`config.mk`:
```
export PLATFORM = sky130hd
export DESIGN_NAME = pdm_decimator
export DESIGN_NICKNAME = d
export VERILOG_FILES = /design/src/rtl/pdm_decimator.sv
export SDC_FILE = /design/constraint.sdc
export NUM_CORES = 1
export LEC_CHECK = 0
export BUFFER_PORTS_ARGS = -buffer_cell sky130_fd_sc_hd__buf_4
export CORE_MARGIN = 1
export CORE_UTILIZATION = 65
export DETAILED_ROUTE_END_ITERATION = 10
export GPL_ROUTABILITY_DRIVEN = 0
export GPL_TIMING_DRIVEN = 0
export MAX_ROUTING_LAYER = met4
export PLACE_DENSITY = 0.8
export SLEW_MARGIN = 10
export SYNTH_ARGS = -nofsm -noshare
export SYNTH_HDL_FRONTEND = slang
export SYNTH_SLANG_ARGS = --single-unit
```
`constraint.sdc`:
```
create_clock -name clk -period 8.5 [get_ports clk]
set_clock_uncertainty 0.2 [all_clocks]
set_input_delay 0.85 -clock clk [delete_from_list [all_inputs] [get_ports clk]]
set_output_delay 0.85 -clock clk [all_outputs]
set_load 0.1 [all_outputs]
```
`src/rtl/pdm_decimator.sv`:
```
// Second-order CIC decimator: 1-bit PDM in, 12-bit unsigned PCM out, one sample per 2**DEC_LOG2 strobes.
// Latency: output updates two edges after the cycle carrying the frame's last strobe; no back-pressure.
module pdm_decimator #(
    parameter int DEC_LOG2 = 6
) (
    input  logic        clk,
    input  logic        rst,
    input  logic        pdm_en,
    input  logic        pdm_in,
    output logic [11:0] dout,
    output logic        dout_valid
);

    localparam int W     = 2 * DEC_LOG2 + 1;
    localparam int SHIFT = 2 * DEC_LOG2 - 12;
    localparam logic [DEC_LOG2-1:0] CNT_MAX = '1;
    localparam logic [DEC_LOG2-1:0] CNT_ONE = DEC_LOG2'(1);

    typedef enum logic [1:0] {
        FILL0 = 2'd0,
        FILL1 = 2'd1,
        RUN   = 2'd2
    } state_t;

    state_t state_q, state_d;

    logic [W-1:0]        int1, int2;
    logic [W-1:0]        z1, z2;
    logic [W-1:0]        c1, c2, y;
    logic [DEC_LOG2-1:0] cnt;
    logic                tick;
    logic [11:0]         dout_d;

    // Comb differences are taken at the output rate; modular wrap cancels integrator overflow.
    assign c1     = int2 - z1;
    assign c2     = c1 - z2;
    assign y      = c2 >> SHIFT;
    assign dout_d = (|y[W-1:12]) ? 12'hFFF : y[11:0];

    always_ff @(posedge clk or posedge rst) begin
        if (rst) begin
            state_q <= FILL0;
        end else begin
            state_q <= state_d;
        end
    end

    // The first two comb outputs see an unfilled delay line, so they are withheld.
    always_comb begin
        state_d = state_q;
        if (tick) begin
            case (state_q)
                FILL0:   state_d = FILL1;
                FILL1:   state_d = RUN;
                default: state_d = RUN;
            endcase
        end
    end

    always_ff @(posedge clk or posedge rst) begin
        if (rst) begin
            int1       <= '0;
            int2       <= '0;
            cnt        <= '0;
            tick       <= 1'b0;
            z1         <= '0;
            z2         <= '0;
            dout       <= '0;
            dout_valid <= 1'b0;
        end else begin
            if (pdm_en) begin
                int1 <= int1 + {{(W-1){1'b0}}, pdm_in};
                int2 <= int2 + int1;
                cnt  <= cnt + CNT_ONE;
            end
            tick       <= pdm_en && (cnt == CNT_MAX);
            dout_valid <= tick && (state_q == RUN);
            if (tick) begin
                z1   <= int2;
                z2   <= c1;
                dout <= dout_d;
            end
        end
    end

endmodule

```
Word level (Yosys, flattened, before mapping)
Cells that the tools add are included.
- muxes and demuxes: 2
- reductions and logical operators: 3
- eq/ne operators: 2
- add/sub/neg operators: 5
- operators with widths (cell ; count):
    $sub A13 B13 Y13 ; 2
    $add A13 B1 Y13 ; 1
    $add A13 B13 Y13 ; 1
    $mux W12 ; 1
    $add A6 B1 Y6 const B ; 1
    $eq A6 B6 Y1 const B ; 1
    $eq A2 B2 Y1 const B ; 1
    $logic_and A1 B1 Y1 ; 2
    $logic_not A2 Y1 ; 1
    $mux W2 ; 1
- output and inout bits: 13
- input port bits: 4
- word-level logic and storage cells: 21
- flip-flop bits (word level): 74

Logic depth before layout (Yosys ltp)
Gate-level depths: netlist (run 1).
- word-level depth: 3
- gate-level depth with buffers: 17
- gate-level depth less buffers: 16

Least setup slack after synthesis (run 1)
OpenSTA, ideal clock, no wires.
- path type: reg-to-reg
- from: register int2[0]
- to: register dout[2]
- data arrival time: 3.341 ns
- required time: 8.151 ns
- path slack: 4.810 ns
- clock period less this slack: 3.690 ns
- cell stages (with the launch flop): 18
- library setup time: 0.149 ns
- path buffers: 1
- path through: dfrtp_1 > inv_1 > ha_1 > fa_1 > nor2b_4 > o31a_1 > o21a_1 > nor2_1 > xnor2_1 > ha_1 > o21ai_0 > a21oi_2 > nand2_1 > or4b_4 > o211ai_2 > xor2_2 > buf_6 > a31oi_2
- word-level cells in the longest chain between the ends: 3
- ends and longest elaborated chain (item ; line ; text):
    start, declared ; 27 ; logic [W-1:0] int1, int2;
    start signal, assigned ; 73 ; int2 <= int2 + int1;
    $sub A13 B13 Y13 ; 35 ; assign c1 = int2 - z1;
    via c1[6] ; 29 ; logic [W-1:0] c1, c2, y;
    $sub A13 B13 Y13 ; 36 ; assign c2 = c1 - z2;
    $mux W12 ; 38 ; assign dout_d = (|y[W-1:12]) ? 12'hFFF : y[11:0];
    end signal, assigned ; 81 ; dout <= dout_d;
    end, declared ; 10 ; output logic [11:0] dout,
The timed path passes the listed nets, and every way through them passes these cells.
A chain may end at the register's enable or synchronous reset.

Worst setup path in the final report (run 1)
- from: register int2[0]
- to: register dout[5]
Same word-level chain as after synthesis.

==> flow_metrics.tcl, run 1 <==
set metrics [dict create \
    outcome "finished clean" \
    drt_iter0_drc 94 \
    min_period_over_period 0.491 \
    synth-adder-area-share 0.120 \
    syn_area_per_cell_um2 9.99 \
    grt_overflow 0 \
    grt_pass1_vias 3332 \
    synth-compound-area-share 0.178 \
    die_h_um 85.9 \
    cts_tree "built" \
    ys_top_cells_by_area "dfrtp_1 (40%), ha_1 (11%), xnor2_1 (5.7%)" \
    crit_type "reg2reg" \
    layoutNonFillerInstCount 586 \
    relSlewSlack 0.589 \
    crit_top_cell "ha_1" \
    drv_slew 0 \
    yosysMostFrequentCell "dfrtp_1" \
    cp_top_family "adder cells" \
    cp_max_fo 10 \
    clk_latency_ns 0.36 \
    hold_path.class "in2async" \
    initial_core_util 0.673 \
    register_area_mm2 0.00185 \
    clockBufferDepth 2 \
    start_kind "flop" \
    yosys-top-cells-count "dfrtp_1 (74), ha_1 (39), nor2_1 (36)" \
    ys_types 49 \
    area_delta_synth_final_pct 10.5 \
    clk_pin_slew_ns 0.08 \
    tightest_slew_ns 0.617 \
    cp_num_buf_inv 2 \
    async_flop_share 1.00 \
    period_minus_slack_ns 4.17 \
    cpPeakStageDelay_ns 0.54 \
    synth-edff-count 0 \
    vias 3343 \
    path_cells "inv_1 > ha_1 > fa_1 > nor2b_4 > o31a_1 > o21a_1 > nor2_1 > xnor2_1 > ha_1 > o21ai_0 > a21oi_2 > nand2_1 > or4b_4 > o211ai_2 > xor2_2 > buf_6 > a31oi_2" \
    endpoint_kind "flop" \
    htreeDepth 3 \
    syn_nets 504 \
    antenna_cells 0 \
    yosys.area_share.simple 0.119 \
    synth_xor_area_frac 0.0878 \
    report.final.hold_viol_count 0 \
    setup_tns_ns 0 \
    synthCells 458 \
    setup_viol 0 \
    hold_buffers 0 \
    root_buffer "clkbuf_8" \
    core_area_mm2 0.00679 \
    synth_top_area_frac 0.405 \
    ioPinCount 17 \
    route.detailed.vias_per_inst 5.70 \
    ctsResizeCount 0 \
    ys_warn_count 0 \
    synthMuxAreaShare 0.0492 \
    synth-main-ff-cell "dfrtp_1" \
    wirelength_um 8910 \
    worst_ep_arrival_time_ns 4.18 \
    synth_top_family_by_area "compound AO/OA/AOI/OAI gates" \
    die_area_mm2 0.00738 \
    grt_max_degree 54 \
    grt_setup_unrepaired "false" \
    routedWlPerCell_um 15.2 \
    synth.cell_area_mm2 0.00457 \
    ant_nets 0 \
    grt_first_pass_wirelength_um 15200 \
    dr.pass1.iters 4 \
    synth_area_leader_cell "dfrtp_1" \
    dieWidth_um 85.9 \
    timing.hold.ws_ns 0.238 \
    max-cap-violations 0 \
    cts_made_buffers 9 \
    fillers 516 \
    num_rows 30 \
    layout-drive-gt1-share 0.145 \
    io_buffers 15 \
    finalNetCount 531 \
    crit_path_top_delay_cell "or4b_4" \
    required_ns 8.51 \
    ys_seq_area_frac 0.405 \
    antenna_found_initial 0 \
    dpl.cell_count 570 \
    fmax_mhz 240 \
    multi_input_area_mm2 0.00253 \
    cts_sinks 74 \
    place_hpwl_um 6520 \
    grt_use_total 0.277 \
    ys_seq_elements 74 \
    postCtsSetupBuffers 0 \
    remaining_drc_errors 0 \
]
## state kept, by name, summed over array words and instances (netlist names)
register    flops
state_q         2
dout_valid      1
int2           13
z2             13
tick            1
int1           13
dout           12
z1             13
cnt             6
## cells by family (layout without fill, tap and decap cells)
kind of cell             Yosys count  count (layout)
AO/OA/AOI/OAI                    115             115
XOR/XNOR                          45              45
adder cells (fa/ha/maj)           42              42
buffers and inverters             48              80
flip-flops                        74              74
multiplexers                      20              20
AND/OR/NAND/NOR                  114             114
## final timing paths
kind	cells past startpoint	from	slack [ns]	end
max in group asynchronous	3	rst	7.30	z1[5]
setup / recovery	17	int2[0]	4.33	dout[5]
hold reg to reg	1	cnt[0]	0.31	cnt[0]
min in group clk	1	cnt[0]	0.31	cnt[0]
setup reg to reg	17	int2[0]	4.33	dout[5]
hold / removal	2	rst	0.24	dout[2]
## per-layer routing
layer | vias up | share of wire | wire (µm) | GRT usage
met3 | 19 | 0.023 | 208 | 0.0385
met4 | 0 | 0.027 | 244 | 0.127
met2 | 58 | 0.52 | 4610 | 0.499
li1 | 1656 | - | - | -
met1 | 1610 | 0.43 | 3850 | 0.304
met5 | - | 0 | 0 | -
## layout by cell type, fill, tap and decap left out, types with 2 or more instances in the layout
cell type,count
nand4_1,8
a211oi_1,3
inv_1,34
o21bai_1,3
nand2_1,34
clkbuf_1,12
nor3_1,2
xnor2_1,30
o21ai_1,3
a31oi_1,2
nor2b_1,4
xor2_1,14
mux2_2,20
o21ai_0,29
a41oi_1,2
or3_1,4
nor2_1,36
and3_1,5
a31oi_2,10
buf_4,15
clkbuf_8,10
clkinv_2,2
a21oi_1,22
nor4_1,2
ha_1,39
nand2b_1,7
nand3_1,8
o31ai_1,2
o31a_1,2
o21a_1,11
a31o_1,2
fa_1,3
bufinv_16,2
dfrtp_1,74
a21o_1,13
## layout make-up
cell class | instances | area share
multi-input cells | 336 | 0.501
plain buffers | 13 | 0.0111
clock buffers | 11 | 0.0280
repair buffers | 16 | 0.0277
well taps | 96 | 0.0238
inverters | 35 | 0.0265
flip-flops and latches | 74 | 0.366
clock inverters | 5 | 0.0153
## per-stage QoR
step           utilization  area (µm²)  setup WS [ns]
2_1_floorplan            -        4570           4.81
3_3_place_gp         0.708        4810           4.42
4_1_cts              0.744        5060           4.32
6_report             0.744        5060           4.33
3_5_place_dp         0.712        4840           4.36
5_1_grt              0.744        5060           4.14
## worst register-to-register path: stages, from the launching register on
cell and delay (ns):
dfrtp_1 0.39, inv_1 0.08, ha_1 0.23, fa_1 0.45, nor2b_4 0.14, o31a_1 0.23, o21a_1 0.14, nor2_1 0.05
xnor2_1 0.16, ha_1 0.34, o21ai_0 0.11, a21oi_2 0.15, nand2_1 0.12, or4b_4 0.54, o211ai_2 0.10, xor2_2 0.28
buf_6 0.21, a31oi_2 0.10
Power of run 1 is not shown: default switching activity piles up to over one toggle a cycle in this logic, so the estimate is an artifact.
==> inputs of run 2 (changes only) <==
--- a/config.mk
+++ b/config.mk
@@ -7,12 +7,12 @@
 export LEC_CHECK = 0
 export BUFFER_PORTS_ARGS = -buffer_cell sky130_fd_sc_hd__buf_4
 export CORE_MARGIN = 1
-export CORE_UTILIZATION = 65
+export CORE_UTILIZATION = 62
 export DETAILED_ROUTE_END_ITERATION = 10
 export GPL_ROUTABILITY_DRIVEN = 0
 export GPL_TIMING_DRIVEN = 0
 export MAX_ROUTING_LAYER = met4
-export PLACE_DENSITY = 0.8
+export PLACE_DENSITY = 0.77
 export SLEW_MARGIN = 10
 export SYNTH_ARGS = -nofsm -noshare
 export SYNTH_HDL_FRONTEND = slang
==> constraint.sdc (replaced) <==
create_clock -name clk -period 4.3 [get_ports clk]
set_clock_uncertainty 0.2 [all_clocks]
set_input_delay 0.43 -clock clk [delete_from_list [all_inputs] [get_ports clk]]
set_output_delay 0.43 -clock clk [all_outputs]
set_load 0.1 [all_outputs]
==> flow_metrics.tcl, run 2 (synthesis results as in run 1) <==
set metrics [dict create \
    r2r_end "dout[3]" \
    setup_viol 0 \
    setup.worst_path.start "int2[0]" \
    tightest_slew_ns 0.590 \
    min_path_cells 3 \
    r2r-start "int2[0]" \
    r2r_setup_slack_ns 0.25 \
    final_cell_mix "dfrtp_1 (74), ha_1 (38), nor2_1 (36)" \
    reg2reg_depth 17 \
    hp-start "pdm_in" \
    grt_setup_unrepaired "false" \
    drt_iter0_drc 145 \
    clk_latency_ns 0.36 \
    ant_nets 0 \
    endpoint_kind "flop" \
    grt_first_pass_wirelength_um 15300 \
    setup_tns_ns 0 \
    routedWlPerCell_um 14.9 \
    outcome "finished clean" \
    antenna_cells 0 \
    die_h_um 87.9 \
    grt_max_degree 52 \
    min_period_over_period 0.943 \
    place_hpwl_um 6480 \
    dpl_cell_area_mm2 0.00484 \
    relSlewSlack 0.606 \
    crit_path_top_delay_cell "or4b_4" \
    dr.pass1.iters 4 \
    io_buffers 15 \
    final_common_cell "dfrtp_1" \
    cts_made_buffers 9 \
    initial_core_util 0.659 \
    grt_overflow 0 \
    grt_use_total 0.266 \
    worst_ep_arrival_time_ns 4.06 \
    drv_slew 0 \
    cts_tree "built" \
    crit_type "reg2reg" \
    htreeDepth 3 \
    timing.hold.ws_ns 0.219 \
    vias 3326 \
    remaining_drc_errors 0 \
    wirelength_um 8750 \
    hold_path.class "in2reg" \
    core_area_mm2 0.00694 \
    path_cells "inv_1 > ha_1 > fa_1 > nor2b_4 > o31a_1 > o21a_1 > nor2_1 > xnor2_1 > ha_1 > o21ai_0 > a21oi_2 > nand2_1 > or4b_4 > o211ai_2 > xor2_2 > buf_6 > a31oi_2" \
    crit_top_cell "ha_1" \
    area_delta_synth_final_pct 11.0 \
    clockBufferDepth 2 \
    route.detailed.vias_per_inst 5.66 \
    layoutNonFillerInstCount 588 \
    num_rows 30 \
    fmax_mhz 247 \
    report.final.hold_viol_count 0 \
    dpl.cell_count 570 \
    antenna_found_initial 0 \
    start_kind "flop" \
    dieWidth_um 87.9 \
    required_ns 4.31 \
    period_minus_slack_ns 4.05 \
    whs_endpoint "int1[0]" \
    finalNetCount 533 \
    cpPeakStageDelay_ns 0.53 \
    fin_area_mm2 0.00508 \
    grt_pass1_vias 3321 \
    cp_max_fo 10 \
    layout-drive-gt1-share 0.150 \
    clk_pin_slew_ns 0.08 \
    ioPinCount 17 \
    root_buffer "clkbuf_8" \
    cts_sinks 74 \
    max-cap-violations 0 \
    die_area_mm2 0.00773 \
]
## run 2: what timing repair did
item                                    CTS  global route
endpoints found under the setup margin    0            10
setup buffers                             0             1
hold endpoints to repair                 23             0
hold buffers                              1             0
resized for setup                         0             2
## run 2: final cells by class
| class | instances | area, µm² |
|---|---|---|
| buffer | 13 | 56.3 |
| clock buffer | 9 | 124 |
| clock inverter | 7 | 93.8 |
| fill | 527 | 1870 |
| inverter | 35 | 134 |
| multi-input combinational | 336 | 2540 |
| sequential | 74 | 1850 |
| tap | 96 | 120 |
| timing repair buffer | 18 | 158 |
## run 2: how the worst max path moves through the flow
stage / end / slack (ns) / cells after the start
CTS: dout[3] / 0.16 / 16
global route: dout[3] / 0.02 / 17
global placement: dout[11] / 0.20 / 17
detailed placement: dout[3] / 0.23 / 17
finish: dout[3] / 0.25 / 17
floorplan: dout[2] / 0.61 / 17
## run 2: critical path, delay by kind of cell, from the launching register on
| kind | cells | cell delay (ns) |
|---|---|---|
| simple gates | 4 | 0.85 |
| buf+inv | 2 | 0.26 |
| fa+ha+maj | 3 | 1.00 |
| compound gates | 6 | 0.82 |
| xor+xnor | 2 | 0.37 |
| flops | 1 | 0.39 |
## run 2: layer usage
metal / vias up / track usage / share of wire
li1: 1660 / - / -
met1: 1603 / 0.337 / 0.46
met2: 51 / 0.436 / 0.49
met3: 12 / 0.0320 / 0.036
met4: 0 / 0.0999 / 0.017
met5: - / - / 0
## run 2: through the flow
stage / setup slack (ns) / util
after floorplan: 0.610 / -
after global placement: 0.204 / 0.692
after detailed placement: 0.226 / 0.697
after CTS: 0.162 / 0.729
after global routing: 0.0160 / 0.731
final: 0.247 / 0.731
Power of run 2 is left out for the same reason.
==> inputs of run 3 (changes only) <==
--- a/config.mk
+++ b/config.mk
@@ -6,8 +6,10 @@
 export NUM_CORES = 1
 export LEC_CHECK = 0
 export BUFFER_PORTS_ARGS = -buffer_cell sky130_fd_sc_hd__buf_4
+export CORE_ASPECT_RATIO = 1.4
 export CORE_MARGIN = 1
 export CORE_UTILIZATION = 62
+export CTS_BUF_LIST = sky130_fd_sc_hd__clkbuf_16
 export DETAILED_ROUTE_END_ITERATION = 10
 export GPL_ROUTABILITY_DRIVEN = 0
 export GPL_TIMING_DRIVEN = 0
==> flow_metrics.tcl, run 3 (synthesis results as in run 1) <==
set metrics [dict create \
    outcome "finished clean" \
    clockBufferDepth 2 \
    max-cap-violations 0 \
    endpoint_kind "flop" \
    cts_tree "built" \
    min_period_over_period 0.931 \
    dr.pass1.iters 4 \
    drv_slew 0 \
    antenna_cells 0 \
    cp_max_fo 10 \
    wirelength_um 8930 \
    antenna_found_initial 0 \
    register_area_mm2 0.00185 \
    start_kind "flop" \
    die_h_um 104 \
    clk_latency_ns 0.34 \
    core_area_mm2 0.00703 \
    cts_sinks 74 \
    root_buffer "clkbuf_16" \
    place_hpwl_um 6530 \
    num_rows 36 \
    ant_nets 0 \
    fillers 497 \
    die_area_mm2 0.00773 \
    initial_core_util 0.651 \
    htreeDepth 3 \
    remaining_drc_errors 0 \
    route.detailed.vias_per_inst 5.76 \
    final_cell_mix "dfrtp_1 (74), ha_1 (39), nor2_1 (36)" \
    grt_pass1_vias 3536 \
    dieWidth_um 74.6 \
    timing.hold.ws_ns 0.259 \
    grt_setup_unrepaired "false" \
    grt_use_total 0.272 \
    grt_max_degree 41 \
    setup_tns_ns 0 \
    final_common_cell "dfrtp_1" \
    report.final.hold_viol_count 0 \
    period_minus_slack_ns 4.00 \
    relSlewSlack 0.584 \
    tightest_slew_ns 0.622 \
    hold_path.class "in2reg" \
    grt_overflow 0 \
    routedWlPerCell_um 15.2 \
    crit_type "reg2reg" \
    drt_iter0_drc 126 \
    area_delta_synth_final_pct 14.0 \
    setup_viol 0 \
    io_buffers 15 \
    ioPinCount 17 \
    finalNetCount 533 \
    fmax_mhz 250 \
    cts_made_buffers 9 \
    required_ns 4.28 \
    layout-drive-gt1-share 0.150 \
    worst_ep_arrival_time_ns 3.99 \
    vias 3381 \
    multi_input_area_mm2 0.00254 \
    grt_first_pass_wirelength_um 15500 \
    clk_pin_slew_ns 0.06 \
]
run 3: layer usage:
| metal | up-vias | wire length [µm] | track usage |
|---|---|---|---|
| li1 | 1669 | - | - |
| met1 | 1653 | 3530 | 0.281 |
| met2 | 42 | 4950 | 0.481 |
| met3 | 17 | 205 | 0.0535 |
| met4 | 0 | 240 | 0.116 |
| met5 | - | 0 | - |
run 3: stage by stage:
stage | std cells | cell area (µm²) | worst slack (ns) | utilization
6_report | 587 | 5220 | 0.295 | 0.742
4_1_cts | 586 | 5200 | 0.116 | 0.741
2_1_floorplan | 458 | 4570 | 0.610 | -
3_5_place_dp | 569 | 4830 | 0.152 | 0.687
5_1_grt | 587 | 5220 | 0.0379 | 0.742
3_3_place_gp | 568 | 4810 | 0.184 | 0.684
run 3: path summary, 6_finish.rpt:
kind / to / slack, ns / cells after the start / startpoint
min: int1[0] / 0.26 / 3 / pdm_in
min in group asynchronous: state_q[0] / 0.48 / 3 / rst
min reg2reg: cnt[5] / 0.27 / 1 / cnt[5]
max in group asynchronous: int1[12] / 2.85 / 4 / rst
max reg2reg: dout[11] / 0.30 / 17 / int2[0]
max: dout[11] / 0.30 / 17 / int2[0]
run 3: worst max-delay path, stage by stage (launching register included):
cell	delay (ns)
dfrtp_1	0.37
inv_1	0.07
ha_1	0.22
fa_2	0.38
nor2b_4	0.13
o31a_1	0.25
o21a_1	0.14
nor2_1	0.04
xnor2_1	0.14
ha_1	0.33
o21ai_0	0.14
a21oi_2	0.17
nand2_1	0.13
or4b_4	0.54
o211ai_2	0.10
xor2_2	0.20
buf_6	0.19
a31oi_2	0.10
run 3: area by class of cell:
| cell class | count | area share |
|---|---|---|
| timing repair buffer | 18 | 0.0288 |
| tap | 95 | 0.0228 |
| clock inverter | 7 | 0.0271 |
| sequential | 74 | 0.355 |
| buffer | 13 | 0.0108 |
| clock buffer | 9 | 0.0432 |
| multi-input combinational | 336 | 0.487 |
| inverter | 35 | 0.0257 |
run 3: repair_timing:
item,CTS,global route
resized for setup,0,2
endpoints found under the hold margin,34,0
setup endpoints to repair,0,10
setup buffers,0,1
hold buffers,1,0
Power of run 3 is left out for the same reason.
